--- src/rtl/neuron_train_sequencer_if.sv ---
// neuron_train_sequencer_if: control, status and datapath-strobe bundle.
// master = neuron top level / datapath side, slave = training sequencer.
interface neuron_train_sequencer_if #(
  parameter int ADDR_W  = 8,
  parameter int EPOCH_W = 16
);
  logic               start;
  logic               abort;
  logic [ADDR_W:0]    nSamples;
  logic [EPOCH_W-1:0] maxEpochs;
  logic               eqFlag;
  logic [ADDR_W-1:0]  memAddr;
  logic               memRdEn;
  logic               ldX1;
  logic               ldX2;
  logic               ldt;
  logic               ldYin;
  logic               ldW1;
  logic               ldW2;
  logic               ldB;
  logic               initW1;
  logic               initW2;
  logic               initB;
  logic [EPOCH_W-1:0] epochCount;
  logic               busy;
  logic               done;
  logic               converged;

  modport master (
    output start, abort, nSamples, maxEpochs, eqFlag,
    input  memAddr, memRdEn, ldX1, ldX2, ldt, ldYin,
    input  ldW1, ldW2, ldB, initW1, initW2, initB,
    input  epochCount, busy, done, converged
  );

  modport slave (
    input  start, abort, nSamples, maxEpochs, eqFlag,
    output memAddr, memRdEn, ldX1, ldX2, ldt, ldYin,
    output ldW1, ldW2, ldB, initW1, initW2, initB,
    output epochCount, busy, done, converged
  );
endinterface

--- src/rtl/neuron_train_sequencer.sv ---
// neuron_train_sequencer: multi-epoch perceptron training sequencer.
// Ports: clk, rstN (async low), bus (slave): start/abort/nSamples/
// maxEpochs/eqFlag in; memory, datapath strobes and status out.
module neuron_train_sequencer #(
  parameter int ADDR_W  = 8,
  parameter int EPOCH_W = 16
) (
  input  logic                   clk,
  input  logic                   rstN,
  neuron_train_sequencer_if.slave bus
);

  typedef enum logic [3:0] {
    S_IDLE, S_INIT, S_FETCH, S_LOAD, S_EVAL,
    S_DECIDE, S_UPDATE, S_NEXT, S_EPOCH, S_DONE
  } state_e;

  localparam logic [ADDR_W:0] MAX_S =
    {1'b1, {ADDR_W{1'b0}}};
  localparam logic [EPOCH_W-1:0] EP_MAX = '1;

  state_e             state_q, state_d;
  logic [ADDR_W-1:0]  idx_q, idx_d;
  logic [EPOCH_W-1:0] ep_q, ep_d;
  logic [EPOCH_W-1:0] maxe_q, maxe_d;
  logic [ADDR_W:0]    ns_q, ns_d;
  logic               upd_q, upd_d;
  logic               conv_q, conv_d;
  logic               busy_q, done_q;
  logic               init_q, rd_q;
  logic               ldx_q, ldy_q, ldw_q;

  logic [ADDR_W:0]    ns_clamp;
  logic               is_last;
  logic               ep_hit;
  logic               busy_st;

  assign ns_clamp = (bus.nSamples > MAX_S) ? MAX_S
                                           : bus.nSamples;
  assign is_last  = {1'b0, idx_q} ==
                    (ns_q - (ADDR_W+1)'(1));
  // Compare one bit wider so a saturated count never
  // wraps onto the limit.
  assign ep_hit   = (maxe_q != '0) &&
                    (({1'b0, ep_q} + (EPOCH_W+1)'(1)) ==
                     {1'b0, maxe_q});
  assign busy_st  = (state_q != S_IDLE) &&
                    (state_q != S_DONE);

  always_comb begin
    state_d = state_q;
    idx_d   = idx_q;
    ep_d    = ep_q;
    upd_d   = upd_q;
    conv_d  = conv_q;
    ns_d    = ns_q;
    maxe_d  = maxe_q;
    unique case (state_q)
      S_IDLE: begin
        if (bus.start && !bus.abort) begin
          ns_d    = ns_clamp;
          maxe_d  = bus.maxEpochs;
          state_d = S_INIT;
        end
      end
      S_INIT: begin
        idx_d = '0;
        ep_d  = '0;
        upd_d = 1'b0;
        if (ns_q == '0) begin
          conv_d  = 1'b1;
          state_d = S_DONE;
        end else begin
          conv_d  = 1'b0;
          state_d = S_FETCH;
        end
      end
      S_FETCH:  state_d = S_LOAD;
      S_LOAD:   state_d = S_EVAL;
      S_EVAL:   state_d = S_DECIDE;
      S_DECIDE: state_d = bus.eqFlag ? S_NEXT : S_UPDATE;
      S_UPDATE: begin
        upd_d   = 1'b1;
        state_d = S_NEXT;
      end
      S_NEXT: begin
        if (is_last) begin
          state_d = S_EPOCH;
        end else begin
          idx_d   = idx_q + ADDR_W'(1);
          state_d = S_FETCH;
        end
      end
      S_EPOCH: begin
        if (ep_q != EP_MAX) ep_d = ep_q + EPOCH_W'(1);
        if (!upd_q) begin
          conv_d  = 1'b1;
          state_d = S_DONE;
        end else if (ep_hit) begin
          conv_d  = 1'b0;
          state_d = S_DONE;
        end else begin
          idx_d   = '0;
          upd_d   = 1'b0;
          state_d = S_FETCH;
        end
      end
      S_DONE: begin
        if (bus.start) begin
          ns_d    = ns_clamp;
          maxe_d  = bus.maxEpochs;
          conv_d  = 1'b0;
          state_d = S_INIT;
        end
      end
      default: state_d = S_IDLE;
    endcase
    // abort wins over every transition of a busy state
    if (bus.abort && busy_st) begin
      state_d = S_IDLE;
      conv_d  = 1'b0;
    end
  end

  // Strobes are decoded from the next state so they are
  // registered yet line up exactly with the current state.
  always_ff @(posedge clk or negedge rstN) begin
    if (!rstN) begin
      state_q <= S_IDLE;
      idx_q   <= '0;
      ep_q    <= '0;
      maxe_q  <= '0;
      ns_q    <= '0;
      upd_q   <= 1'b0;
      conv_q  <= 1'b0;
      busy_q  <= 1'b0;
      done_q  <= 1'b0;
      init_q  <= 1'b0;
      rd_q    <= 1'b0;
      ldx_q   <= 1'b0;
      ldy_q   <= 1'b0;
      ldw_q   <= 1'b0;
    end else begin
      state_q <= state_d;
      idx_q   <= idx_d;
      ep_q    <= ep_d;
      maxe_q  <= maxe_d;
      ns_q    <= ns_d;
      upd_q   <= upd_d;
      conv_q  <= conv_d;
      busy_q  <= (state_d != S_IDLE) &&
                 (state_d != S_DONE);
      done_q  <= state_d == S_DONE;
      init_q  <= state_d == S_INIT;
      rd_q    <= state_d == S_FETCH;
      ldx_q   <= state_d == S_LOAD;
      ldy_q   <= state_d == S_EVAL;
      ldw_q   <= state_d == S_UPDATE;
    end
  end

  assign bus.memAddr    = idx_q;
  assign bus.memRdEn    = rd_q;
  assign bus.ldX1       = ldx_q;
  assign bus.ldX2       = ldx_q;
  assign bus.ldt        = ldx_q;
  assign bus.ldYin      = ldy_q;
  assign bus.ldW1       = ldw_q;
  assign bus.ldW2       = ldw_q;
  assign bus.ldB        = ldw_q;
  assign bus.initW1     = init_q;
  assign bus.initW2     = init_q;
  assign bus.initB      = init_q;
  assign bus.epochCount = ep_q;
  assign bus.busy       = busy_q;
  assign bus.done       = done_q;
  assign bus.converged  = conv_q;

endmodule

--- src/flat_wrapper.sv ---
// flat-port wrapper written by rule: the top's interface ports become plain ports
module neuron_train_sequencer_flat 
#(
  parameter int ADDR_W  = 8,
  parameter int EPOCH_W = 16
)
  (clk, rstN, bus_start, bus_abort, bus_nSamples, bus_maxEpochs, bus_eqFlag, bus_memAddr, bus_memRdEn, bus_ldX1, bus_ldX2, bus_ldt, bus_ldYin, bus_ldW1, bus_ldW2, bus_ldB, bus_initW1, bus_initW2, bus_initB, bus_epochCount, bus_busy, bus_done, bus_converged);
  neuron_train_sequencer_if #(.ADDR_W(ADDR_W), .EPOCH_W(EPOCH_W)) bus_i ();
  input  logic clk;
  input  logic rstN;
  input wire logic [$bits(bus_i.start)-1:0] bus_start;
  input wire logic [$bits(bus_i.abort)-1:0] bus_abort;
  input wire logic [$bits(bus_i.nSamples)-1:0] bus_nSamples;
  input wire logic [$bits(bus_i.maxEpochs)-1:0] bus_maxEpochs;
  input wire logic [$bits(bus_i.eqFlag)-1:0] bus_eqFlag;
  output wire logic [$bits(bus_i.memAddr)-1:0] bus_memAddr;
  output wire logic [$bits(bus_i.memRdEn)-1:0] bus_memRdEn;
  output wire logic [$bits(bus_i.ldX1)-1:0] bus_ldX1;
  output wire logic [$bits(bus_i.ldX2)-1:0] bus_ldX2;
  output wire logic [$bits(bus_i.ldt)-1:0] bus_ldt;
  output wire logic [$bits(bus_i.ldYin)-1:0] bus_ldYin;
  output wire logic [$bits(bus_i.ldW1)-1:0] bus_ldW1;
  output wire logic [$bits(bus_i.ldW2)-1:0] bus_ldW2;
  output wire logic [$bits(bus_i.ldB)-1:0] bus_ldB;
  output wire logic [$bits(bus_i.initW1)-1:0] bus_initW1;
  output wire logic [$bits(bus_i.initW2)-1:0] bus_initW2;
  output wire logic [$bits(bus_i.initB)-1:0] bus_initB;
  output wire logic [$bits(bus_i.epochCount)-1:0] bus_epochCount;
  output wire logic [$bits(bus_i.busy)-1:0] bus_busy;
  output wire logic [$bits(bus_i.done)-1:0] bus_done;
  output wire logic [$bits(bus_i.converged)-1:0] bus_converged;
  assign bus_i.start = bus_start;
  assign bus_i.abort = bus_abort;
  assign bus_i.nSamples = bus_nSamples;
  assign bus_i.maxEpochs = bus_maxEpochs;
  assign bus_i.eqFlag = bus_eqFlag;
  assign bus_memAddr = bus_i.memAddr;
  assign bus_memRdEn = bus_i.memRdEn;
  assign bus_ldX1 = bus_i.ldX1;
  assign bus_ldX2 = bus_i.ldX2;
  assign bus_ldt = bus_i.ldt;
  assign bus_ldYin = bus_i.ldYin;
  assign bus_ldW1 = bus_i.ldW1;
  assign bus_ldW2 = bus_i.ldW2;
  assign bus_ldB = bus_i.ldB;
  assign bus_initW1 = bus_i.initW1;
  assign bus_initW2 = bus_i.initW2;
  assign bus_initB = bus_i.initB;
  assign bus_epochCount = bus_i.epochCount;
  assign bus_busy = bus_i.busy;
  assign bus_done = bus_i.done;
  assign bus_converged = bus_i.converged;
  neuron_train_sequencer #(.ADDR_W(ADDR_W), .EPOCH_W(EPOCH_W)) u_core (.clk(clk), .rstN(rstN), .bus(bus_i));
endmodule
--- config.mk ---
export PLATFORM = sky130hd
export DESIGN_NAME = neuron_train_sequencer_flat
export DESIGN_NICKNAME = d
export VERILOG_FILES = /design/src/rtl/neuron_train_sequencer_if.sv /design/src/rtl/neuron_train_sequencer.sv /design/src/flat_wrapper.sv
export SDC_FILE = /design/constraint.sdc
export NUM_CORES = 1
export LEC_CHECK = 0
export CAP_MARGIN = 20
export CELL_PAD_IN_SITES_DETAIL_PLACEMENT = 1
export CELL_PAD_IN_SITES_GLOBAL_PLACEMENT = 1
export CORE_MARGIN = 2
export CORE_UTILIZATION = 25
export DETAILED_ROUTE_END_ITERATION = 10
export PLACE_DENSITY_LB_ADDON = 0.1
export SYNTH_ARGS = -nofsm -noshare
export SYNTH_HDL_FRONTEND = slang
export SYNTH_SLANG_ARGS = --single-unit
--- constraint.sdc ---
create_clock -name clk -period 9.7 [get_ports clk]
set_input_delay 2.91 -clock clk [delete_from_list [all_inputs] [get_ports clk]]
set_output_delay 2.91 -clock clk [all_outputs]
set_load 0.02 [all_outputs]
==> flow_metrics.env <==
export IMPL_status="finished, final reports clean"
export IMPL_synth_area_leaders="dfrtp_1 38%, mux2_4 5.2%, o21ai_0 4.8%"
export IMPL_routed_wl_mm=12.1
export IMPL_n_antenna_cell=0
export IMPL_worstPathArrival_ns=5.05
export IMPL_htreeDepth=3
export IMPL_track_usage_pct=15.4
export IMPL_port_buffers=67
export IMPL_dpl_cell_count=681
export IMPL_post_cts_resized=0
export IMPL_io_pins=68
export IMPL_pre_cts_slack_ns=4.56
export IMPL_clk_path_buf_depth=2
export IMPL_slew_limit_headroom_pct=43.4
export IMPL_syn_inst=417
export IMPL_cts_tree="done"
export IMPL_final_period_utilization_pct=49.8
export IMPL_p_per_area_nw_per_um2=255
export IMPL_syn_area_um2=4040
export IMPL_synth_seq_cells=62
export IMPL_clk_pin_slew_ns=0.06
export IMPL_cts_sinks=62
export IMPL_dr_pass1_iters=4
export IMPL_grt_max_degree=63
export IMPL_final_hold_viol_count=0
export IMPL_cts_setup_buffers=0
export IMPL_ys_flop_type="dfrtp_1"
export IMPL_hold_buffers=0
export IMPL_synth_distinct_cells=65
export IMPL_setup_ws_ns=4.87
export IMPL_grt_overflow=0
export IMPL_rsz0062_at_grt="no"
export IMPL_fin_tns_setup_ns=0
export IMPL_antenna_found_initial=1
export IMPL_synth_top_cell_by_area="dfrtp_1"
export IMPL_syn_avg_cell_area_um2=9.68
export IMPL_root_buffer="clkbuf_16"
export IMPL_syn_nets=450
export IMPL_vias=3419
export IMPL_drc=0
export IMPL_synth_edff_count=0
export IMPL_path_delay_family="buffers and inverters"
export IMPL_num_rows=46
export IMPL_min_period_ns=4.83
export IMPL_wl_per_cell_um=17.3
export IMPL_clk_latency_ns=0.34
export IMPL_die_area_um2=17200
export IMPL_path_class="primary input to register"
export IMPL_cp_num_buf_inv=2
export IMPL_cp_required_ns=9.92
export IMPL_grt_pass1_wl_mm=20.0
export IMPL_drive_above_1_share_pct=11.9
export IMPL_ant_nets=0
export IMPL_fmax_ghz=0.207
export IMPL_worst_pin_slew_ns=0.850
export IMPL_cts_made_buffers=9
export IMPL_min_path_type="register to register"
export IMPL_cap_viol_max_count=0
export IMPL_worst_path_max_fanout=26
export IMPL_core_um2=15800
export IMPL_dp_hpwl_mm=8.85
export IMPL_cpPeakStageDelay_ns=0.48
export IMPL_die_y_um=131
export IMPL_ir_drop_mv=0.0946
export IMPL_final_max_slew_viol_count=0
export IMPL_place_gp_congestion=0.772
export IMPL_crit_slowest_cell="clkdlybuf4s50_1"
export IMPL_async_flop_share_pct=100
export IMPL_layout_cells_non_filler=697
export IMPL_yosysWarnings=0
export IMPL_crit_chain="clkdlybuf4s50_1, nor2_1, o21ai_0, nor2_1, o21ai_0, a211oi_4, buf_4, mux2_2"
export IMPL_dr_first_iter_drc_count=174
export IMPL_skew_ns=0.00862
export IMPL_endpoint_kind="register"
export IMPL_area_growth_pct=28.1
export IMPL_p_leak_nw=2.06
export IMPL_startpoint_type="primary input"
export IMPL_synth_top_area_share_pct=38.4
export IMPL_ys_seq_area_share_pct=38.4
export IMPL_finalSetupViolCount=0
export IMPL_first_global_vias=3654
export IMPL_vias_per_cell=4.91
export IMPL_start_util_pct=25.5
export IMPL_total_power_w=0.00132
export IMPL_die_x_um=131
export IMPL_nets=509
-- report_power, final --
group / leakage, nW / switching, W / internal (W)
Clock: 0.157 / 0.000125 / 0.000231
Sequential: 0.813 / 0.0000906 / 0.000328
Combinational: 1.09 / 0.000271 / 0.000272
-- cell families (layout without fill, tap and decap cells) --
group / Yosys count / after routing / share of synthesized area (%)
mux: 27 / 27 / 8.65
compound gates: 102 / 102 / 17.6
buf+inv: 36 / 100 / 4.87
xor+xnor: 33 / 33 / 7.84
fa+ha+maj: 3 / 3 / 0.930
simple gates: 154 / 154 / 21.7
flops: 62 / 62 / 38.4
-- layer usage --
layer / part of all wire, % / GRT usage [%] / vias up
met5: 0.091 / 0 / -
met4: 2.4 / 6.82 / 2
met3: 3.2 / 2.52 / 22
met2: 48 / 25.6 / 58
met1: 46 / 19.7 / 1692
li1: - / - / 1645
-- final cells by class --
type	instances	area (um2)
inverters	13	48.8
flip-flops and latches	62	1550
fillers	1802	10700
clock inverters	4	70.1
clock buffers	12	246
repair buffers	71	696
multi-input cells	319	2290
well taps	216	270
-- cells in the mapped netlist (all sizes together) (8+ instances only) --
cell type / instances
nor2: 26
clkbuf: 8
nand3: 13
nor4: 11
mux2: 21
nand2: 38
buf: 15
a211oi: 8
xor2: 10
nand4: 12
inv: 13
xnor2: 21
a21oi: 13
nor2b: 11
o21ai: 40
dfrtp: 62
nand2b: 11
-- through the flow --
step | utilization, % | instance area, um2 | hold WS, ns
after CTS | 32.7 | 5170 | 0.542
final | 32.7 | 5170 | 0.529
after floorplan | - | 4040 | 0.508
after global routing | 32.7 | 5170 | 0.558
after detailed placement | 30.7 | 4850 | 0.531
after global placement | 30.7 | 4850 | 0.519
-- state kept, by name (all words and copies together), names as in the netlist --
signal,cells
u_core.upd_q,1
u_core.bus.ldYin,1
u_core.bus.memRdEn,1
u_core.maxe_q,16
u_core.bus.epochCount,16
u_core.bus.initB,1
u_core.state_q,4
u_core.bus.done,1
u_core.bus.memAddr,8
u_core.ns_q,9
u_core.bus.ldB,1
u_core.bus.ldX1,1
u_core.bus.busy,1
u_core.bus.converged,1
-- layout by cell type (no fill, tap or decap), drive strengths merged, types with 5 or more instances in the layout --
| cell | instances |
|---|---|
| a211oi | 8 |
| a21oi | 13 |
| and2 | 5 |
| and3 | 6 |
| buf | 5 |
| clkbuf | 12 |
| clkdlybuf4s50 | 66 |
| dfrtp | 62 |
| inv | 13 |
| mux2 | 21 |
| mux2i | 6 |
| nand2 | 38 |
| nand2b | 11 |
| nand3 | 13 |
| nand4 | 12 |
| nor2 | 26 |
| nor2b | 11 |
| nor3 | 5 |
| nor4 | 11 |
| o21ai | 40 |
| o41ai | 5 |
| xnor2 | 21 |
| xor2 | 10 |
-- tightest hold or removal path, cell delays in order (launching register included) --
cell	delay, ns
dfrtp_1	0.37
nand2_1	0.06
mux2i_1	0.06
-- path summary, 6_finish.rpt --
check	from	to	slack (ns)	cells past startpoint
min in group asynchronous	rstN	u_core.bus.epochCount[2]$_DFFE_PN0P_	2.76	2
worst max-delay path	bus_abort	u_core.ns_q[4]$_DFFE_PN0P_	4.87	8
max in group asynchronous	rstN	u_core.state_q[2]$_DFF_PN0_	6.38	2
worst min-delay path	u_core.bus.converged$_DFFE_PN0P_	u_core.bus.converged$_DFFE_PN0P_	0.53	2
worst max register to register	u_core.bus.epochCount[0]$_DFFE_PN0P_	u_core.ns_q[4]$_DFFE_PN0P_	5.97	10
worst min register to register	u_core.bus.converged$_DFFE_PN0P_	u_core.bus.converged$_DFFE_PN0P_	0.53	2
Note: power is estimated with default switching activity, not from simulation.
